--- config.mk ---
export PLATFORM = sky130hd
export DESIGN_NAME = pipe_hazard_seq
export DESIGN_NICKNAME = d
export VERILOG_FILES = /design/src/rtl/pipe_hazard_seq.sv
export SDC_FILE = /design/constraint.sdc
export NUM_CORES = 1
export LEC_CHECK = 0
export ABC_CLOCK_PERIOD_IN_PS = 6400
export CORE_ASPECT_RATIO = 1.2
export CORE_MARGIN = 3
export CORE_UTILIZATION = 62
export DETAILED_ROUTE_END_ITERATION = 6
export DONT_BUFFER_PORTS = 1
export HOLD_SLACK_MARGIN = 0.03
export PLACE_DENSITY_LB_ADDON = 0.15
export REMOVE_ABC_BUFFERS = 1
export SLEW_MARGIN = 10
export SYNTH_ARGS = -nofsm -noshare
export SYNTH_HDL_FRONTEND = slang
export SYNTH_SLANG_ARGS = --single-unit
--- constraint.sdc ---
create_clock -name clk -period 6.4 [get_ports clk]
set_input_delay 0.64 -clock clk [delete_from_list [all_inputs] [get_ports clk]]
set_output_delay 0.64 -clock clk [all_outputs]
set_load 0.05 [all_outputs]
--- src/rtl/pipe_hazard_seq.sv ---
// Pipeline hazard sequencer: resolves data-cache, branch, instruction-cache and
// load-use hazards into stage enables, flushes and NOP injection.
module pipe_hazard_seq #(
    parameter logic [31:0] NOP_WORD = 32'h0000_0000
) (
    input  logic        clk,
    input  logic        reset,
    input  logic [4:0]  dec_regA,
    input  logic [4:0]  dec_regB,
    input  logic        dec_usesA,
    input  logic        dec_usesB,
    input  logic        ex_mem_r_en,
    input  logic [4:0]  ex_regD,
    input  logic        branch_taken,
    input  logic        block_pipe_instr_cache,
    input  logic        block_pipe_data_cache,
    output logic        EN_REG_FETCH,
    output logic        EN_REG_DECODE,
    output logic        EN_REG_ALU,
    output logic        EN_REG_MEM,
    output logic        flush_decode,
    output logic        flush_alu,
    output logic        injecting_nop,
    output logic [31:0] inject_nop,
    output logic [2:0]  seq_state,
    output logic [31:0] stall_cycles
);

    typedef enum logic [2:0] {
        RUN    = 3'd0,
        DSTALL = 3'd1,
        ISTALL = 3'd2,
        LSTALL = 3'd3,
        BFLUSH = 3'd4
    } state_t;

    state_t      state, next_state;
    logic        branch_pend, branch_pend_next;
    logic [31:0] stall_cnt;
    logic        load_use, load_use_eff, branch_eff;

    // A branch that arrives while the data cache freezes the pipe is remembered
    // here so it still flushes once the freeze lifts.
    always_ff @(posedge clk) begin
        if (reset) begin
            state       <= RUN;
            branch_pend <= 1'b0;
        end else begin
            state       <= next_state;
            branch_pend <= branch_pend_next;
        end
    end

    assign load_use = ex_mem_r_en && (ex_regD != 5'd0) &&
                      ((dec_usesA && (dec_regA == ex_regD)) ||
                       (dec_usesB && (dec_regB == ex_regD)));
    assign load_use_eff = load_use && (state != LSTALL);
    assign branch_eff   = branch_taken || branch_pend;

    always_comb begin
        next_state       = RUN;
        branch_pend_next = 1'b0;
        if (block_pipe_data_cache) begin
            next_state       = DSTALL;
            branch_pend_next = branch_eff;
        end else if (branch_eff) begin
            next_state = BFLUSH;
        end else if (block_pipe_instr_cache) begin
            next_state = ISTALL;
        end else if (load_use_eff) begin
            next_state = LSTALL;
        end
    end

    always_comb begin
        EN_REG_FETCH  = 1'b1;
        EN_REG_DECODE = 1'b1;
        EN_REG_ALU    = 1'b1;
        EN_REG_MEM    = 1'b1;
        flush_decode  = 1'b0;
        flush_alu     = 1'b0;
        injecting_nop = 1'b0;
        if (reset || block_pipe_data_cache) begin
            EN_REG_FETCH  = 1'b0;
            EN_REG_DECODE = 1'b0;
            EN_REG_ALU    = 1'b0;
            EN_REG_MEM    = 1'b0;
        end else begin
            if (branch_eff) begin
                flush_decode = 1'b1;
                flush_alu    = 1'b1;
            end else if (block_pipe_instr_cache || load_use_eff) begin
                EN_REG_FETCH  = 1'b0;
                injecting_nop = 1'b1;
            end
            // The word fetched down the wrong path is squashed after a flush.
            if (state == BFLUSH) begin
                injecting_nop = 1'b1;
            end
        end
    end

    always_ff @(posedge clk) begin
        if (reset) begin
            stall_cnt <= 32'd0;
        end else if (!EN_REG_FETCH && (stall_cnt != 32'hFFFF_FFFF)) begin
            stall_cnt <= stall_cnt + 32'd1;
        end
    end

    assign stall_cycles = stall_cnt;
    assign seq_state    = state;
    assign inject_nop   = NOP_WORD;

endmodule

==> impl_metrics.tcl, run 1 <==
set metrics [dict create \
    vias 1625 \
    synth-main-ff-cell "dfxtp_1" \
    synth.top_cells.by_area "dfxtp_1, xnor2_1, buf_4" \
    routed_via_density 5.49 \
    synth.most_common_cell "buf_4" \
    grt_max_degree 40 \
    synth_xor_xnor_area_share_pct 14.0 \
    synth.avg_cell_area_um2 8.28 \
    crit_required_ps 5760 \
    cp_max_fo 5 \
    end_kind "primary output" \
    placed_cells 288 \
    core_um2 3370 \
    synth_compound_area_share_pct 4.00 \
    slew_violations 0 \
    start_kind "primary input" \
    drt-total-wl_mm 3.94 \
    grt_use_total_pct 19.6 \
    synth-seq-cells 36 \
    max_stage_delay_ps 880 \
    synth_top_area_share_pct 33.0 \
    pin_count 97 \
    cpLargestDelayFamily "simple AND/OR/NAND/NOR gates" \
    tns_ps 0 \
    start_util_pct 65.0 \
    cts.repair.resized 0 \
    area_delta_synth_final_pct -0.858 \
    crit_chain "nor2_4 > nand2_1 > nor2_2" \
    numCtsBuffers 5 \
    crit_start "block_pipe_data_cache" \
    wire_per_inst_um 13.3 \
    synthSimpleGateAreaFrac_pct 31.4 \
    io_buffer_count 0 \
    cts_max_level 2 \
    yosys-top-cells-count "buf_4, dfxtp_1, nor2_1" \
    nNetsFinal 282 \
    syn_area_um2 2190 \
    finalHoldViolations 0 \
    synth-adder-area-share_pct 0.572 \
    dieArea_um2 4280 \
    synthArstFlopShare_pct 0 \
    finalCritPeriodShare_pct 49.2 \
    synth_mux_area_share_pct 2.00 \
    rsz0062_at_grt "false" \
    row_count 23 \
    hpwlAfterDp_mm 2.90 \
    synth_cell_types 44 \
    hp-start "reset" \
    fmax_ghz 0.318 \
    drive_gt1_share_pct 8.49 \
    grt_pass1_wl_mm 6.40 \
    ctsHoldBuffers 0 \
    clock-sinks 36 \
    dr.first_iter.drc_count 62 \
    p_leak_nw 0.819 \
    postCtsSetupBuffers 0 \
    insertion_delay_ps 290 \
    cts_tree "done" \
    grt_pass1_vias 1468 \
    detail-route-antenna-nets 0 \
    clockBufferDepth 2 \
    synth_edf_count 0 \
    status "complete, no violations" \
    hold_path.class "primary input to flop" \
    drv_cap 0 \
    ys_warn_count 0 \
    slowest_stage "nor2_2" \
    grt-ovfl-total 0 \
    r2r_start "seq_state[0]" \
    drc 0 \
    tightest_slew_ps 1060 \
    finClkSkew_ps 6.28 \
    insertedDiodeCount 0 \
    synth_top_family_by_area "simple AND/OR/NAND/NOR gates" \
    die_width_um 60.2 \
    syn_inst 264 \
    arrival_ps 2510 \
    peakVddDrop_mv 0.181 \
    ys_seq_area_share_pct 33.0 \
    worstSetupPathType "primary input to primary output" \
    stdcell_count 296 \
    setup_viol 0 \
    layout_min_cycle_time_ps 3150 \
    max_slew_margin_pct 29.4 \
    antenna_found_initial 0 \
    cp.buffers_inverters 0 \
    synth.largest_area_cell "dfxtp_1" \
    powerDensity_nw_per_um2 234 \
    cts.reportedPaths.clkPinSlew_ps 70 \
    gp_congestion 0.738 \
    cts-root-buf "clkbuf_8" \
    drt_first_pass_iters 4 \
    die_height_um 71.1 \
]
## cell families (layout without fill, tap and decap cells)
family          Yosys count  count (layout)
mux                       4               4
fa+ha+maj                 1               1
other cells               1              32
simple gates            128             128
xor+xnor                 35              35
flops                    36              36
buf+inv                  47              11
compound gates           12              12
## final cells by class
type	count	area, um^2
Timing Repair Buffer	2	15.0
Multi-Input combinational cell	212	1270
Sequential cell	36	721
Clock inverter	2	35.0
Tap cell	37	46.3
Clock buffer	6	72.6
Fill cell	307	1200
Inverter	1	3.75
## worst register-to-register path, cell delays in order (launching register included)
cell and delay [ps]:
dfxtp_1 660, nand3b_1 160, o211ai_2 120, nor3_2 80, a21oi_4 800, nor3_1 270, and3_1 270, mux2_1 300
## final timing paths
check	cells after the start	endpoint	slack (ps)
setup / recovery	3	flush_alu	3250
hold / removal	1	stall_cycles[2]	410
setup reg to reg	7	stall_cycles[19]	3630
hold reg to reg	2	seq_state[2]	590
## stage by stage
stage | power, mW | setup slack (ps) | hold slack [ps] | utilization (%) | area, um^2
after CTS | 0.515 | 3240 | 396 | 64.4 | 2170
after global placement | 0.318 | 2980 | 560 | 61.2 | 2060
after floorplan | 0.313 | 1480 | 516 | - | 1980
final | 0.508 | 3250 | 407 | 64.4 | 2170
after detailed placement | 0.318 | 2960 | 582 | 61.2 | 2060
after global routing | 0.528 | 3080 | 388 | 64.4 | 2170
## where the power goes
part | total [mW] | switching [mW] | internal [mW] | leakage, nW
logic | 0.0715 | 0.0602 | 0.0113 | 0.473
clock network | 0.195 | 0.0797 | 0.116 | 0.0552
registers | 0.242 | 0.0143 | 0.227 | 0.291
total | 0.508 | 0.154 | 0.354 | 0.819
## flip-flops by register name, summed over array words and instances, names as in the netlist
| register | flops |
|---|---|
| stall_cycles | 32 |
| seq_state | 3 |
| branch_pend | 1 |
## per-layer routing
metal,wire (um),global-route usage [%]
met1,1530,20.9
met5,0,0
met4,78,9.85
met3,476,8.03
met2,1850,32.5
## cell usage in the layout, fill, tap and decap left out, types with 2 or more instances in the layout
cell type / n
a21oi_1: 4
and2_1: 3
and3_1: 8
and4_1: 2
buf_4: 2
clkbuf_8: 5
conb_1: 32
dfxtp_1: 36
mux2_1: 2
nand2_1: 20
nand2b_1: 2
nand3_1: 9
nand4_1: 6
nor2_1: 34
nor2_2: 2
nor2b_1: 3
nor3_1: 15
nor3_2: 2
nor3b_1: 2
nor4_1: 7
nor4b_1: 2
o31ai_1: 2
or4_1: 3
xnor2_1: 34
No activity file was read; power rests on OpenSTA's default activity.
==> run 2: changes to the inputs <==
--- a/config.mk
+++ b/config.mk
@@ -5,10 +5,10 @@
 export SDC_FILE = /design/constraint.sdc
 export NUM_CORES = 1
 export LEC_CHECK = 0
-export ABC_CLOCK_PERIOD_IN_PS = 6400
+export ABC_CLOCK_PERIOD_IN_PS = 2700
 export CORE_ASPECT_RATIO = 1.2
 export CORE_MARGIN = 3
-export CORE_UTILIZATION = 62
+export CORE_UTILIZATION = 57
 export DETAILED_ROUTE_END_ITERATION = 6
 export DONT_BUFFER_PORTS = 1
 export HOLD_SLACK_MARGIN = 0.03
==> constraint.sdc (replaced) <==
create_clock -name clk -period 2.7 [get_ports clk]
set_input_delay 0.27 -clock clk [delete_from_list [all_inputs] [get_ports clk]]
set_output_delay 0.27 -clock clk [all_outputs]
set_load 0.05 [all_outputs]
==> impl_metrics.tcl, run 2 (synthesized netlist as in run 1, its figures left out) <==
set metrics [dict create \
    final_common_cell "buf_4" \
    postCtsSetupBuffers 0 \
    nNetsFinal 324 \
    grt_pass1_vias 1665 \
    timing.rr.end "stall_cycles[15]" \
    cts.reportedPaths.clkPinSlew_ps 70 \
    drt-total-wl_mm 4.42 \
    start_util_pct 59.7 \
    cpLargestDelayFamily "simple AND/OR/NAND/NOR gates" \
    slew_violations 0 \
    hold_depth 1 \
    final_cell_mix "buf_4, dfxtp_1, xnor2_1, nor2_1, conb_1" \
    drc 0 \
    grt_max_degree 40 \
    largest_reg_flops 32 \
    clock-sinks 36 \
    p_leak_nw 1.04 \
    finClkSkew_ps 3.70 \
    cts_max_level 2 \
    clockBufferDepth 2 \
    tightest_slew_ps 500 \
    crit_required_ps 2870 \
    powerDensity_nw_per_um2 464 \
    r2r_start "stall_cycles[3]" \
    insertion_delay_ps 290 \
    area_delta_synth_final_pct 13.6 \
    ctsHoldBuffers 0 \
    finalHoldViolations 0 \
    grt_pass1_wl_mm 7.30 \
    drv_cap 0 \
    drt_first_pass_iters 4 \
    gp_congestion 0.716 \
    io_buffer_count 0 \
    status "complete, no violations" \
    die_height_um 73.9 \
    drive_gt1_share_pct 20.9 \
    peakVddDrop_mv 0.283 \
    pin_count 97 \
    insertedDiodeCount 0 \
    grt_use_total_pct 19.9 \
    slowest_stage "nor3_1" \
    final_util_pct 67.8 \
    dieArea_um2 4620 \
    fmax_ghz 0.465 \
    setup_viol 0 \
    layout_min_cycle_time_ps 2150 \
    cp.buffers_inverters 0 \
    antenna_found_initial 0 \
    grt-ovfl-total 0 \
    max_stage_delay_ps 400 \
    dr.first_iter.drc_count 44 \
    start_kind "flop" \
    detail-route-antenna-nets 0 \
    holdPathEnd "stall_cycles[30]" \
    fill_cells 342 \
    routed_via_density 4.99 \
    finalCritPeriodShare_pct 79.7 \
    numCtsBuffers 5 \
    hpwlAfterDp_mm 3.44 \
    worstSetupPathType "flop to flop" \
    rsz0062_at_grt "false" \
    hold_path.class "primary input to flop" \
    power_mw 1.15 \
    die_width_um 62.5 \
    row_count 24 \
    arrival_ps 2320 \
    cp_max_fo 5 \
    wire_per_inst_um 12.5 \
    cts_tree "done" \
    multi_input_area_um2 1270 \
    cts.repair.resized 0 \
    hp-start "reset" \
    end_kind "flop" \
    core_um2 3660 \
    ff_latch_area_um2 721 \
    crit_chain "and4_1 > nand2b_1 > or2_2 > nor3_1 > and3_1 > mux2_1" \
    rr_worst_depth 6 \
    vias 1761 \
    max_slew_margin_pct 66.4 \
    r2r_slack_ps 550 \
    cts-root-buf "clkbuf_8" \
]
run 2: changes by cell type in the layout (fill, tap and decap cells not counted), sizes merged:
cell / previous run / this run
bufinv: 1 / 0
clkinv: 1 / 0
clkbuf: 6 / 8
buf: 2 / 44
run 2: cell type report:
type | instances | share of cell area, %
Timing Repair Buffer | 44 | 13.3
Tap cell | 52 | 2.62
Multi-Input combinational cell | 212 | 51.3
Sequential cell | 36 | 29.0
Clock buffer | 8 | 3.63
Inverter | 1 | 0.151
run 2: layer usage:
| metal | vias up | routed length (um) | GRT usage, % |
|---|---|---|---|
| li1 | 899 | - | - |
| met1 | 788 | 1740 | 20.6 |
| met2 | 68 | 2250 | 36.6 |
| met3 | 6 | 358 | 6.42 |
| met4 | 0 | 76 | 9.07 |
| met5 | - | 0 | 0 |
run 2: power breakdown:
group | internal, mW | total (mW) | leakage [nW] | switching [mW]
sequential | 0.539 | 0.544 | 0.291 | 0.00540
combinational | 0.0406 | 0.216 | 0.700 | 0.176
clock | 0.208 | 0.393 | 0.0455 | 0.185
run 2: worst reg2reg max path: stages, from the launching register on:
cell and delay [ps]:
dfxtp_1 380, and4_1 240, nand2b_1 150, or2_2 320
nor3_1 400, and3_1 230, mux2_1 320
run 2: through the flow:
stage / TNS, ps / setup WS, ps / hold WS, ps / instance area [um^2] / std cells
2_1_floorplan: -51680 / -1850 / 339 / 1980 / 249
3_3_place_gp: 0 / 528 / 346 / 2390 / 345
3_5_place_dp: 0 / 489 / 348 / 2390 / 345
4_1_cts: 0 / 546 / 31.2 / 2480 / 353
5_1_grt: 0 / 329 / 30.7 / 2480 / 353
6_report: 0 / 549 / 44.9 / 2480 / 353
run 2: worst max path at each step:
stage,startpoint,end,slack (ps),depth (start not counted)
after floorplan,reset,stall_cycles[19],-1850,6
after global placement,ex_regD[1],stall_cycles[15],530,7
after detailed placement,ex_regD[1],stall_cycles[19],490,7
after CTS,stall_cycles[3],stall_cycles[19],550,6
after global routing,stall_cycles[3],stall_cycles[19],330,6
final,stall_cycles[3],stall_cycles[15],550,6
